--- src/rtl/eth_phy_10g_tx_if.sv ---
// rtl/eth_phy_10g_tx_if.sv - 10GBASE-R TX: x^58+x^39+1 scrambler, bad-header monitor, SERDES output pipeline
// Optional PRBS31 test-pattern generator is built only when ETH_PHY_10G_TX_PRBS31_EN is defined.
module eth_phy_10g_tx_if #(
  parameter int DATA_WIDTH        = 64,
  parameter int HDR_WIDTH         = 2,
  parameter int BIT_REVERSE       = 0,
  parameter int SCRAMBLER_DISABLE = 0,
  parameter int SERDES_PIPELINE   = 0
) (
  input  logic                  clk,
  input  logic                  rst,
  input  logic [DATA_WIDTH-1:0] encoded_tx_data,
  input  logic [HDR_WIDTH-1:0]  encoded_tx_hdr,
  output logic [DATA_WIDTH-1:0] serdes_tx_data,
  output logic [HDR_WIDTH-1:0]  serdes_tx_hdr,
  output logic                  tx_bad_hdr,
  output logic [6:0]            tx_bad_hdr_count,
  input  logic                  tx_prbs31_enable
);
  localparam int LAST = SERDES_PIPELINE;

  if (DATA_WIDTH != 64) begin : g_bad_data_width
    $error("eth_phy_10g_tx_if: DATA_WIDTH must be 64");
  end
  if (HDR_WIDTH != 2) begin : g_bad_hdr_width
    $error("eth_phy_10g_tx_if: HDR_WIDTH must be 2");
  end
  if (SERDES_PIPELINE < 0 || SERDES_PIPELINE > 4) begin : g_bad_pipeline
    $error("eth_phy_10g_tx_if: SERDES_PIPELINE must be 0..4");
  end

  logic [57:0]           scr_q, scr_d, scr_tmp;
  logic [DATA_WIDTH-1:0] scr_data;
  logic [DATA_WIDTH-1:0] blk_data, out_data;
  logic [HDR_WIDTH-1:0]  blk_hdr, out_hdr;
  logic                  blk_bad, hdr_bad;
  logic [DATA_WIDTH-1:0] data_q [0:LAST];
  logic [DATA_WIDTH-1:0] data_d [0:LAST];
  logic [HDR_WIDTH-1:0]  hdr_q [0:LAST];
  logic [HDR_WIDTH-1:0]  hdr_d [0:LAST];
  logic [LAST:0]         bad_q, bad_d;
  logic [6:0]            cnt_q, cnt_d;

  // Unrolled bit-serial scrambler: bit 0 goes through the LFSR first.
  always_comb begin : scrambler
    scr_tmp  = scr_q;
    scr_data = '0;
    for (int i = 0; i < DATA_WIDTH; i++) begin
      scr_data[i] = encoded_tx_data[i] ^ scr_tmp[38] ^ scr_tmp[57];
      scr_tmp     = {scr_tmp[56:0], scr_data[i]};
    end
  end

  assign hdr_bad = (encoded_tx_hdr[0] == encoded_tx_hdr[1]);

`ifdef ETH_PHY_10G_TX_PRBS31_EN
  logic [30:0]                     prbs_q, prbs_d, prbs_tmp;
  logic [DATA_WIDTH+HDR_WIDTH-1:0] prbs_bits;

  always_comb begin : prbs31
    prbs_tmp  = prbs_q;
    prbs_bits = '0;
    for (int k = 0; k < DATA_WIDTH + HDR_WIDTH; k++) begin
      prbs_bits[k] = prbs_tmp[30] ^ prbs_tmp[27];
      prbs_tmp     = {prbs_tmp[29:0], prbs_bits[k]};
    end
    prbs_d = tx_prbs31_enable ? prbs_tmp : prbs_q;
  end

  always_ff @(posedge clk) begin
    if (rst) prbs_q <= '1;
    else     prbs_q <= prbs_d;
  end

  // The whole block is either PRBS or payload, chosen by the enable sampled with it.
  always_comb begin : block_select
    if (tx_prbs31_enable) begin
      blk_data = prbs_bits[DATA_WIDTH+HDR_WIDTH-1:HDR_WIDTH];
      blk_hdr  = prbs_bits[HDR_WIDTH-1:0];
      blk_bad  = 1'b0;
      scr_d    = scr_q;
    end else begin
      blk_data = (SCRAMBLER_DISABLE != 0) ? encoded_tx_data : scr_data;
      blk_hdr  = encoded_tx_hdr;
      blk_bad  = hdr_bad;
      scr_d    = (SCRAMBLER_DISABLE != 0) ? scr_q : scr_tmp;
    end
  end
`else
  logic unused_prbs31_enable;
  assign unused_prbs31_enable = tx_prbs31_enable;

  always_comb begin : block_select
    blk_data = (SCRAMBLER_DISABLE != 0) ? encoded_tx_data : scr_data;
    blk_hdr  = encoded_tx_hdr;
    blk_bad  = hdr_bad;
    scr_d    = (SCRAMBLER_DISABLE != 0) ? scr_q : scr_tmp;
  end
`endif

  always_comb begin : bit_order
    out_data = blk_data;
    out_hdr  = blk_hdr;
    if (BIT_REVERSE != 0) begin
      for (int i = 0; i < DATA_WIDTH; i++) out_data[i] = blk_data[DATA_WIDTH-1-i];
      for (int i = 0; i < HDR_WIDTH; i++)  out_hdr[i]  = blk_hdr[HDR_WIDTH-1-i];
    end
  end

  // Counter follows the flag at the output so it stays aligned with what the SERDES sees.
  always_comb begin : pipe_next
    data_d[0] = out_data;
    hdr_d[0]  = out_hdr;
    bad_d[0]  = blk_bad;
    for (int k = 1; k <= LAST; k++) begin
      data_d[k] = data_q[k-1];
      hdr_d[k]  = hdr_q[k-1];
      bad_d[k]  = bad_q[k-1];
    end
    cnt_d = (bad_q[LAST] && (cnt_q != 7'd127)) ? cnt_q + 7'd1 : cnt_q;
  end

  always_ff @(posedge clk) begin
    if (rst) begin
      scr_q <= '1;
      cnt_q <= '0;
      bad_q <= '0;
      for (int k = 0; k <= LAST; k++) begin
        data_q[k] <= '0;
        hdr_q[k]  <= '0;
      end
    end else begin
      scr_q <= scr_d;
      cnt_q <= cnt_d;
      bad_q <= bad_d;
      for (int k = 0; k <= LAST; k++) begin
        data_q[k] <= data_d[k];
        hdr_q[k]  <= hdr_d[k];
      end
    end
  end

  assign serdes_tx_data   = data_q[LAST];
  assign serdes_tx_hdr    = hdr_q[LAST];
  assign tx_bad_hdr       = bad_q[LAST];
  assign tx_bad_hdr_count = cnt_q;
endmodule

--- config.mk ---
export PLATFORM = sky130hd
export DESIGN_NAME = eth_phy_10g_tx_if
export DESIGN_NICKNAME = d
export VERILOG_FILES = /design/src/rtl/eth_phy_10g_tx_if.sv
export SDC_FILE = /design/constraint.sdc
export NUM_CORES = 1
export LEC_CHECK = 0
export CELL_PAD_IN_SITES_DETAIL_PLACEMENT = 1
export CELL_PAD_IN_SITES_GLOBAL_PLACEMENT = 1
export CORE_MARGIN = 2
export CORE_UTILIZATION = 43
export CTS_BUF_LIST = sky130_fd_sc_hd__clkbuf_8 sky130_fd_sc_hd__clkbuf_16
export DETAILED_ROUTE_END_ITERATION = 6
export DONT_BUFFER_PORTS = 1
export GPL_ROUTABILITY_DRIVEN = 0
export PLACE_DENSITY_LB_ADDON = 0.1
export SKIP_CTS_REPAIR_TIMING = 1
export SYNTH_ARGS = -nofsm -noshare
export SYNTH_HDL_FRONTEND = slang
export SYNTH_SLANG_ARGS = --single-unit
--- constraint.sdc ---
create_clock -name clk -period 1.4 [get_ports clk]
set_input_delay 0.28 -clock clk [delete_from_list [all_inputs] [get_ports clk]]
set_output_delay 0.28 -clock clk [all_outputs]
set_load 0.005 [all_outputs]
==> out/metrics.yaml, run 1 <==
status: "finished, violations left"
violations: "negative hold slack"
ios: 143
hold_slack_ns: -0.151
reg2reg_to: "tx_bad_hdr_count[0]$_SDFFE_PP0P_"
clock.fmax_ghz: 0.754
die_area_mm2: 0.0121
num-fill-cells: 1131
relSlewSlack_pct: 76.0
seqCellArea_mm2: 0.00264
synth_top_family_by_area: "XOR/XNOR gates"
cp_max_fo: 2
root_buffer: "clkbuf_8"
worstMarginPinSlew_ns: 0.359
drt_iter0_drc: 128
hold_viol: 128
gr-total-overflow: 0
hpwl_um: 6390
io_buffers: 0
wl_um: 9240
busiest_layer: "met2"
synthArstFlopShare_pct: 0
power_density_mw_per_mm2: 2800
row_count: 38
fin_worst_skew_ns: 0.00560
rr_worst_depth: 4
die_width_um: 110
grt_first_pass_wirelength_um: 13900
die_h_um: 110
rsz0062_at_grt: "false"
syn_inst: 411
via_count: 2675
cp.required_ns: 1.80
ys_warn_count: 0
core-area_mm2: 0.0109
final_cell_mix: "131 x dfxtp_1, 67 x nor2_1, 60 x nand2b_1, 58 x xnor2_1, 26 x xor2_1"
synth-simple-area-share_pct: 13.9
synth_seq_cells: 132
cts_tree: "done"
cts_buffers: 17
hold_end: "tx_bad_hdr_count[5]$_SDFFE_PP0P_"
arrival_ns: 1.72
synth_edf_count: 0
peakVddDrop_uv: 1110
initial_core_util_pct: 44.4
diodes: 0
final.period_utilization_pct: 94.8
drv_cap: 0
clk_pin_slew_ns: 0.06
drive_gt1_share_pct: 9.17
grt.met1_usage_pct: 18.1
grtUsageTotal_pct: 15.6
first_global_vias: 2764
finalSetupTns_ns: 0
route.detailed.drc: 0
use_met2_pct: 24.5
synth_cell_types: 24
clkSinkCount: 132
slew_violations: 0
grt_max_degree: 135
antenna_left: 0
period_needed_ns: 1.33
first_pass_iters: 4
cp-start-kind: "flop"
synth_ff_type: "dfxtp_1"
wl_per_cell_um: 16.0
leakage_nw: 2.42
hp-class: "in -> reg"
ys_seq_area_share_pct: 54.6
synth_compound_area_share_pct: 2.02
syn_avg_cell_area_um2: 11.8
syn-num-nets: 481
min_path_cells: 1
min_from: "rst"
netlist_area_mm2: 0.00484
clk_latency_ns: 0.51
setup_viol: 0
avgViaCountPerCell: 4.64
synth_mux_area_share_pct: 0.440
r2r_start: "tx_bad_hdr_count[0]$_SDFFE_PP0P_"
multi_input_area_mm2: 0.00212
final_common_cell: "dfxtp_1"
synth_adder_area_share_pct: 0.259
path_class: "reg -> reg"
area_delta_synth_final_pct: 16.9
met3_usage_pct: 7.94
power_mw: 15.9
htreeDepth: 4
clock_path_buffers: 2
end_kind: "flop"
r2r_setup_slack_ns: 0.07
antenna_found_initial: 0
num-nets-final: 493
synth-xor-area-share_pct: 27.2
[stage by stage]
| stage | hold WS [ns] | cells | utilization, % | instance area (µm²) | setup slack, ns |
|---|---|---|---|---|---|
| global route | -0.197 | 576 | 52.0 | 5660 | 0.00700 |
| global placement | 0.362 | 541 | 45.9 | 5000 | 0.0794 |
| floorplan | 0.408 | 411 | - | 4840 | 0.0127 |
| detailed placement | 0.363 | 541 | 45.9 | 5000 | 0.0539 |
| finish | -0.151 | 576 | 52.0 | 5660 | 0.0731 |
| CTS | -0.186 | 573 | 51.7 | 5630 | -0.00288 |
[critical path, stage by stage (launching register included)]
cell and delay, ns:
dfxtp_1 0.31, ha_2 0.18, and3_1 0.19, a21boi_2 0.18, mux2_2 0.35
[flip-flops by register name, summed over array words and instances, names as in the netlist]
name / flops
tx_bad_hdr_count: 7
tx_bad_hdr: 1
data_q: 64
hdr_q: 2
scr_q: 58
[report_power, final]
| group | total (mW) | leakage, nW | internal (mW) | switching, mW |
|---|---|---|---|---|
| sequential | 6.49 | 1.10 | 5.47 | 1.03 |
| combinational | 4.69 | 1.00 | 2.53 | 2.16 |
| clock | 4.69 | 0.319 | 3.13 | 1.55 |
| total | 15.9 | 2.42 | 11.1 | 4.74 |
[worst max-delay path by stage]
| stage | start | end | slack, ns | cells past startpoint |
|---|---|---|---|---|
| CTS | tx_bad_hdr$_SDFF_PP0_ | tx_bad_hdr | -0.003 | 1 |
| finish | tx_bad_hdr_count[0]$_SDFFE_PP0P_ | tx_bad_hdr_count[0]$_SDFFE_PP0P_ | 0.07 | 4 |
| global route | tx_bad_hdr_count[0]$_SDFFE_PP0P_ | tx_bad_hdr_count[0]$_SDFFE_PP0P_ | 0.007 | 4 |
| global placement | tx_bad_hdr_count[0]$_SDFFE_PP0P_ | tx_bad_hdr_count[0]$_SDFFE_PP0P_ | 0.08 | 4 |
| detailed placement | tx_bad_hdr_count[0]$_SDFFE_PP0P_ | tx_bad_hdr_count[0]$_SDFFE_PP0P_ | 0.05 | 4 |
| floorplan | tx_bad_hdr_count[0]$_SDFFE_PP0P_ | tx_bad_hdr_count[0]$_SDFFE_PP0P_ | 0.01 | 4 |
[logic make-up after synthesis]
logic type               Yosys count
AO/OA/AOI/OAI                     13
AND/OR/NAND/NOR                  135
XOR/XNOR                         110
multiplexers                       2
buffers and inverters             18
adder cells (fa/ha/maj)            1
flip-flops                       132
[per-layer routing]
metal  share of wire, %  wire length (µm)
met1                 41              3800
met2                 48              4450
met3                9.3               863
met4                1.4               126
met5                  0                 0
[final cells by class]
cell class                 count  share of cell area (%)
multi-input combinational    261                    37.5
tap                          140                    3.10
clock buffer                  19                    7.80
clock inverter                13                    3.36
sequential                   132                    46.7
timing repair buffer          10                    1.46
inverter                       1                  0.0663
[synth_stat cells (all sizes together), types with 3 or more instances]
cell,instances,area (µm²)
xor2,27,244
nand2b,60,375
xnor2,58,508
clkbuf,9,33.8
a211oi,4,30.0
nor2,67,251
a41oi,3,26.3
xnor3,25,563
dfxtp,132,2640
buf,8,40.0
a21oi,3,15.0
nor2b,3,18.8
No activity file was read; power rests on OpenSTA's default activity.
==> run 2, diff against run 1 <==
- CORE_ASPECT_RATIO: not set -> 0.6
- SETUP_SLACK_MARGIN: not set -> 0.4
==> run 2 against run 1 <==
Effect of this change: the run still ends with negative hold slack left; clock skew rose by 0.0022 ns; register-to-register slack improved by 0.04 ns; total power rose by 14%; final cell count rose by 1.9%; count of clock-buffer cells in the layout fell by 2; global-route usage rose by 1.6 points; core utilization rose by 7.4 points; sequential share of layout area fell by 3.3 points; critical path type unchanged; largest power group unchanged; highest routed layer unchanged.
==> out/metrics.yaml, run 2 (synthesis results as in run 1) <==
leakage_nw: 2.69  # was 2.42 nW
clkSinkCount: 132  # unchanged
avgViaCountPerCell: 4.70  # was 4.64
drt_iter0_drc: 93  # was 128
cp.required_ns: 1.69  # was 1.80 ns
antenna_left: 0  # unchanged
num-fill-cells: 1033  # was 1131
slew_violations: 0  # unchanged
rsz0062_at_grt: "true"  # was false
fin_worst_skew_ns: 0.00782  # was 0.00560 ns
clk_pin_slew_ns: 0.06  # about the same
hold_slack_ns: -0.0598  # was -0.151 ns
violations: "negative hold slack"  # unchanged
wl_um: 10800  # was 9240 µm
period_needed_ns: 1.28  # was 1.33 ns
peakVddDrop_uv: 1410  # was 1110 µV
power_mw: 18.1  # was 15.9 mW
via_count: 2760  # was 2675
end_kind: "flop"  # unchanged
first_pass_iters: 4  # unchanged
cts_tree: "done"  # unchanged
drive_gt1_share_pct: 49.8  # was 9.17%
core-area_mm2: 0.0108  # was 0.0109 mm²
cpPeakStageDelay_ns: 0.37  # was 0.35 ns
die_h_um: 86.2  # was 110 µm
antenna_found_initial: 0  # unchanged
wl_per_cell_um: 18.3  # was 16.0 µm
clock_path_buffers: 2  # unchanged
place_inst: 540  # was 541
setup_viol: 0  # unchanged
area_delta_synth_final_pct: 32.1  # was 16.9%
drv_cap: 0  # unchanged
clk_latency_ns: 0.40  # was 0.51 ns
cp_max_fo: 6  # was 2
route.detailed.drc: 0  # unchanged
initial_core_util_pct: 44.9  # was 44.4%
cts_buffers: 17  # unchanged
largest_register_ffs: 64  # unchanged
hold_viol: 32  # was 128
root_buffer: "clkbuf_16"  # was clkbuf_8
ios: 143  # unchanged
die_width_um: 141  # was 110 µm
die_area_mm2: 0.0121  # about the same
final_cell_mix: "97 x dfxtp_2, 64 x nor2_1, 60 x nand2b_1, 33 x xnor2_1, 31 x dfxtp_1"  # was 131 x dfxtp_1, 67 x nor2_1, 60 x nand2b_1, 58 x xnor2_1, 26 x xor2_1
final.period_utilization_pct: 91.6  # was 94.8%
slowest_stage: "dfxtp_4"  # was mux2_2
top_register: "data_q"  # unchanged
hpwl_um: 7080  # was 6390 µm
final_util_pct: 59.3  # was 52.0%
grtUsageTotal_pct: 17.2  # was 15.6%
grt_first_pass_wirelength_um: 15400  # was 13900 µm
arrival_ns: 1.57  # was 1.72 ns
first_global_vias: 2806  # was 2764
htreeDepth: 4  # unchanged
hp-class: "in -> reg"  # unchanged
clock.fmax_ghz: 0.780  # was 0.754 GHz
gr-total-overflow: 0  # unchanged
cp-start-kind: "flop"  # unchanged
crit_chain: "ha_4, and3_4, a21boi_4, mux2_4"  # was ha_2, and3_1, a21boi_2, mux2_2
path_class: "reg -> reg"  # unchanged
finalSetupTns_ns: 0  # unchanged
worstMarginPinSlew_ns: 0.392  # was 0.359 ns
power_density_mw_per_mm2: 2830  # was 2800 mW/mm²
grt_max_degree: 135  # unchanged
diodes: 0  # unchanged
final_common_cell: "dfxtp_2"  # was dfxtp_1
relSlewSlack_pct: 73.7  # was 76.0%
row_count: 29  # was 38
status: "finished, violations left"  # unchanged
io_buffers: 0  # unchanged
fin_cells: 587  # was 576
num-nets-final: 505  # was 493
run 2: area by class of cell:
cell class / instances / area [µm²] / share of cell area, %
Multi-Input combinational cell: 261 / 2590 / 40.5
Inverter: 1 / 3.75 / 0.0587
Clock inverter: 15 / 213 / 3.33
Timing Repair Buffer: 22 / 206 / 3.23
Sequential cell: 132 / 2780 / 43.5
Clock buffer: 17 / 425 / 6.65
Tap cell: 139 / 174 / 2.72
run 2: metrics by stage:
| step | setup WS, ns | area (µm²) |
|---|---|---|
| after global routing | 0.0810 | 6390 |
| after floorplan | 0.115 | 4880 |
| after detailed placement | 0.0443 | 5030 |
| after CTS | 0.0328 | 5670 |
| after global placement | 0.0570 | 5030 |
| final | 0.118 | 6390 |
run 2: power breakdown:
| part | switching (mW) | total, mW | internal, mW |
|---|---|---|---|
| clock network | 1.65 | 4.79 | 3.15 |
| logic | 2.83 | 6.41 | 3.58 |
| registers | 1.19 | 6.91 | 5.73 |
| total | 5.66 | 18.1 | 12.5 |
run 2: worst paths after layout:
check	startpoint	to	slack [ns]	cells after the start
setup reg to reg	tx_bad_hdr_count[1]$_SDFFE_PP0P_	tx_bad_hdr_count[0]$_SDFFE_PP0P_	0.12	4
setup / recovery	tx_bad_hdr_count[1]$_SDFFE_PP0P_	tx_bad_hdr_count[0]$_SDFFE_PP0P_	0.12	4
hold / removal	rst	tx_bad_hdr_count[6]$_SDFFE_PP0P_	-0.06	1
hold reg to reg	tx_bad_hdr_count[2]$_SDFFE_PP0P_	tx_bad_hdr_count[2]$_SDFFE_PP0P_	0.51	1
run 2: critical path, delay by kind of cell (launching register included):
| family | cells | cell delay, ns |
|---|---|---|
| multiplexers | 1 | 0.30 |
| AND/OR/NAND/NOR | 1 | 0.16 |
| flip-flops | 1 | 0.37 |
| AO/OA/AOI/OAI | 1 | 0.16 |
| adder cells (fa/ha/maj) | 1 | 0.17 |
run 2: layer usage:
layer | vias to the layer above | wire [µm] | GRT usage [%]
li1 | 1332 | - | -
met2 | 91 | 4600 | 23.4
met4 | 0 | 119 | 7.09
met3 | 14 | 785 | 7.57
met5 | - | 0 | 0
met1 | 1323 | 5260 | 23.9
==> run 3, diff against run 2 <==
- CORE_UTILIZATION: 43 -> 44
- clock period: 1.4 -> 1.2 ns (I/O delays scaled with it)
==> run 3 against run 2 <==
Effect of this change: total power rose by 22%; sequential share of layout area fell by 2.2 points; largest power group is now combinational logic; register-to-register slack got worse by 0.17 ns; non-clock buffer count rose by 11; routed wire length rose by 10%; the flow finishes with violations (negative hold slack, negative setup slack).
==> out/metrics.yaml, run 3 (synthesis results as in run 1) <==
grtUsageTotal_pct: 18.1  # was 17.2%
worstMarginPinSlew_ns: 0.461  # was 0.392 ns
row_count: 29  # unchanged
ios: 143  # unchanged
die_area_mm2: 0.0119  # was 0.0121 mm²
drt_iter0_drc: 116  # was 93
arrival_ns: 1.54  # was 1.57 ns
intPower_mw: 15.1  # was 12.5 mW
diodes: 0  # unchanged
antenna_left: 0  # unchanged
clkSinkCount: 132  # unchanged
min_from: "rst"  # unchanged
top_register: "data_q"  # unchanged
peakVddDrop_uv: 1970  # was 1410 µV
initial_core_util_pct: 45.5  # was 44.9%
fin_worst_skew_ns: 0.0120  # was 0.00782 ns
largest_register_ffs: 64  # unchanged
end_kind: "flop"  # unchanged
drv_cap: 0  # unchanged
cts_tree: "done"  # unchanged
wl_per_cell_um: 19.8  # was 18.3 µm
rr_worst_depth: 4  # unchanged
hpwl_um: 7430  # was 7080 µm
antenna_found_initial: 0  # unchanged
root_buffer: "clkbuf_16"  # unchanged
seqPwrFrac_pct: 37.2  # was 38.2%
r2r_setup_slack_ns: -0.05  # was 0.12 ns
wl_um: 11900  # was 10800 µm
route.detailed.drc: 0  # unchanged
relSlewSlack_pct: 69.0  # was 73.7%
gr-total-overflow: 0  # unchanged
die_h_um: 85.2  # was 86.2 µm
drive_gt1_share_pct: 59.8  # was 49.8%
clock_path_buffers: 2  # unchanged
slew_violations: 0  # unchanged
die_width_um: 139  # was 141 µm
path_class: "reg -> reg"  # unchanged
num-nets-final: 516  # was 505
grt_max_degree: 135  # unchanged
final.period_utilization_pct: 104  # was 91.6%
clkPwrFrac_pct: 24.2  # was 26.5%
power_mw: 22.1  # was 18.1 mW
cp.required_ns: 1.49  # was 1.69 ns
area_delta_synth_final_pct: 40.7  # was 32.1%
avgViaCountPerCell: 4.74  # was 4.70
first_global_vias: 2949  # was 2806
hold_slack_ns: -0.111  # was -0.0598 ns
final_cell_mix: "96 x dfxtp_2, 57 x nand2b_1, 56 x nor2_1, 34 x xnor2_2, 24 x buf_6"  # was 97 x dfxtp_2, 64 x nor2_1, 60 x nand2b_1, 33 x xnor2_1, 31 x dfxtp_1
final_cell_area_mm2: 0.00681  # was 0.00639 mm²
final_util_pct: 64.1  # was 59.3%
hp-class: "in -> reg"  # unchanged
p_switching_mw: 6.99  # was 5.66 mW
cts_buffers: 17  # unchanged
finalSetupTns_ns: -0.214  # was 0 ns
min_path_cells: 1  # unchanged
core-area_mm2: 0.0106  # was 0.0108 mm²
hold_viol: 53  # was 32
htreeDepth: 4  # unchanged
combPwrFrac_pct: 38.6  # was 35.4%
cp_max_fo: 2  # was 6
sw_frac_of_total_pct: 31.6  # was 31.2%
first_pass_iters: 4  # unchanged
dp_slack_ns: -0.0842  # was 0.0443 ns
clock.fmax_ghz: 0.800  # was 0.780 GHz
cp-start-kind: "flop"  # unchanged
power_density_mw_per_mm2: 3250  # was 2830 mW/mm²
fin_cells: 597  # was 587
rsz0062_at_grt: "true"  # unchanged
leakage_nw: 2.85  # was 2.69 nW
worst_slack_ns: -0.0507  # was 0.118 ns
clk_latency_ns: 0.41  # was 0.40 ns
via_count: 2832  # was 2760
period_needed_ns: 1.25  # was 1.28 ns
reg2reg_to: "tx_bad_hdr_count[0]$_SDFFE_PP0P_"  # unchanged
hold_end: "data_q[0][6]$_SDFF_PP0_"  # was tx_bad_hdr_count[6]$_SDFFE_PP0P_
io_buffers: 0  # unchanged
grt_first_pass_wirelength_um: 16100  # was 15400 µm
violations: "negative hold slack, negative setup slack"  # was negative hold slack
dpl_cell_area_mm2: 0.00519  # was 0.00503 mm²
status: "finished, violations left"  # unchanged
final_common_cell: "dfxtp_2"  # unchanged
setup_viol: 8  # was 0
place_inst: 552  # was 540
clk_pin_slew_ns: 0.06  # about the same
r2r_start: "tx_bad_hdr_count[1]$_SDFFE_PP0P_"  # unchanged
-- run 3: cell count changes in the layout (fill, tap and decap cells not counted), sizes merged --
| cell | change |
|---|---|
| inv | -3 |
| clkinv | +1 |
| bufinv | -1 |
| clkbuf | +2 |
| buf | +11 |
-- run 3: final cells by class --
class                           count  area (µm²)
Sequential cell                   132        2810
Fill cell                         997        3820
Tap cell                          139         174
Clock buffer                       19         453
Timing Repair Buffer               33         345
Inverter                            1        3.75
Clock inverter                     12         161
Multi-Input combinational cell    261        2860
-- run 3: how the worst max path moves through the flow --
stage	startpoint	endpoint	slack, ns	cells after the start
3_5_place_dp	scr_q[41]$_SDFF_PP1_	scr_q[8]$_SDFF_PP1_	-0.08	3
2_1_floorplan	tx_bad_hdr_count[1]$_SDFFE_PP0P_	tx_bad_hdr_count[0]$_SDFFE_PP0P_	-0.08	4
5_1_grt	scr_q[41]$_SDFF_PP1_	scr_q[8]$_SDFF_PP1_	-0.12	3
4_1_cts	scr_q[41]$_SDFF_PP1_	scr_q[8]$_SDFF_PP1_	-0.13	3
6_report	tx_bad_hdr_count[1]$_SDFFE_PP0P_	tx_bad_hdr_count[0]$_SDFFE_PP0P_	-0.05	4
3_3_place_gp	scr_q[41]$_SDFF_PP1_	scr_q[8]$_SDFF_PP1_	-0.08	3
-- run 3: power groups by stage --
stage	registers, mW	clock network [mW]	logic, mW
after CTS	7.76	5.46	5.99
after detailed placement	7.81	0	5.90
final	8.24	5.35	8.54
after global placement	7.81	0	5.73
after floorplan	7.38	0	4.57
after global routing	8.45	5.65	9.29
-- run 3: metal layers --
metal / track usage (%) / routed length [µm]
met4: 7.44 / 119
met2: 25.2 / 5580
met1: 25.0 / 5300
met3: 7.22 / 852
met5: 0 / 0
-- run 3: critical path, cell delays in order, from the launching register on --
cell and delay [ns]:
dfxtp_4 0.35, ha_4 0.16, and3_4 0.16, a21boi_4 0.16
mux2_4 0.31
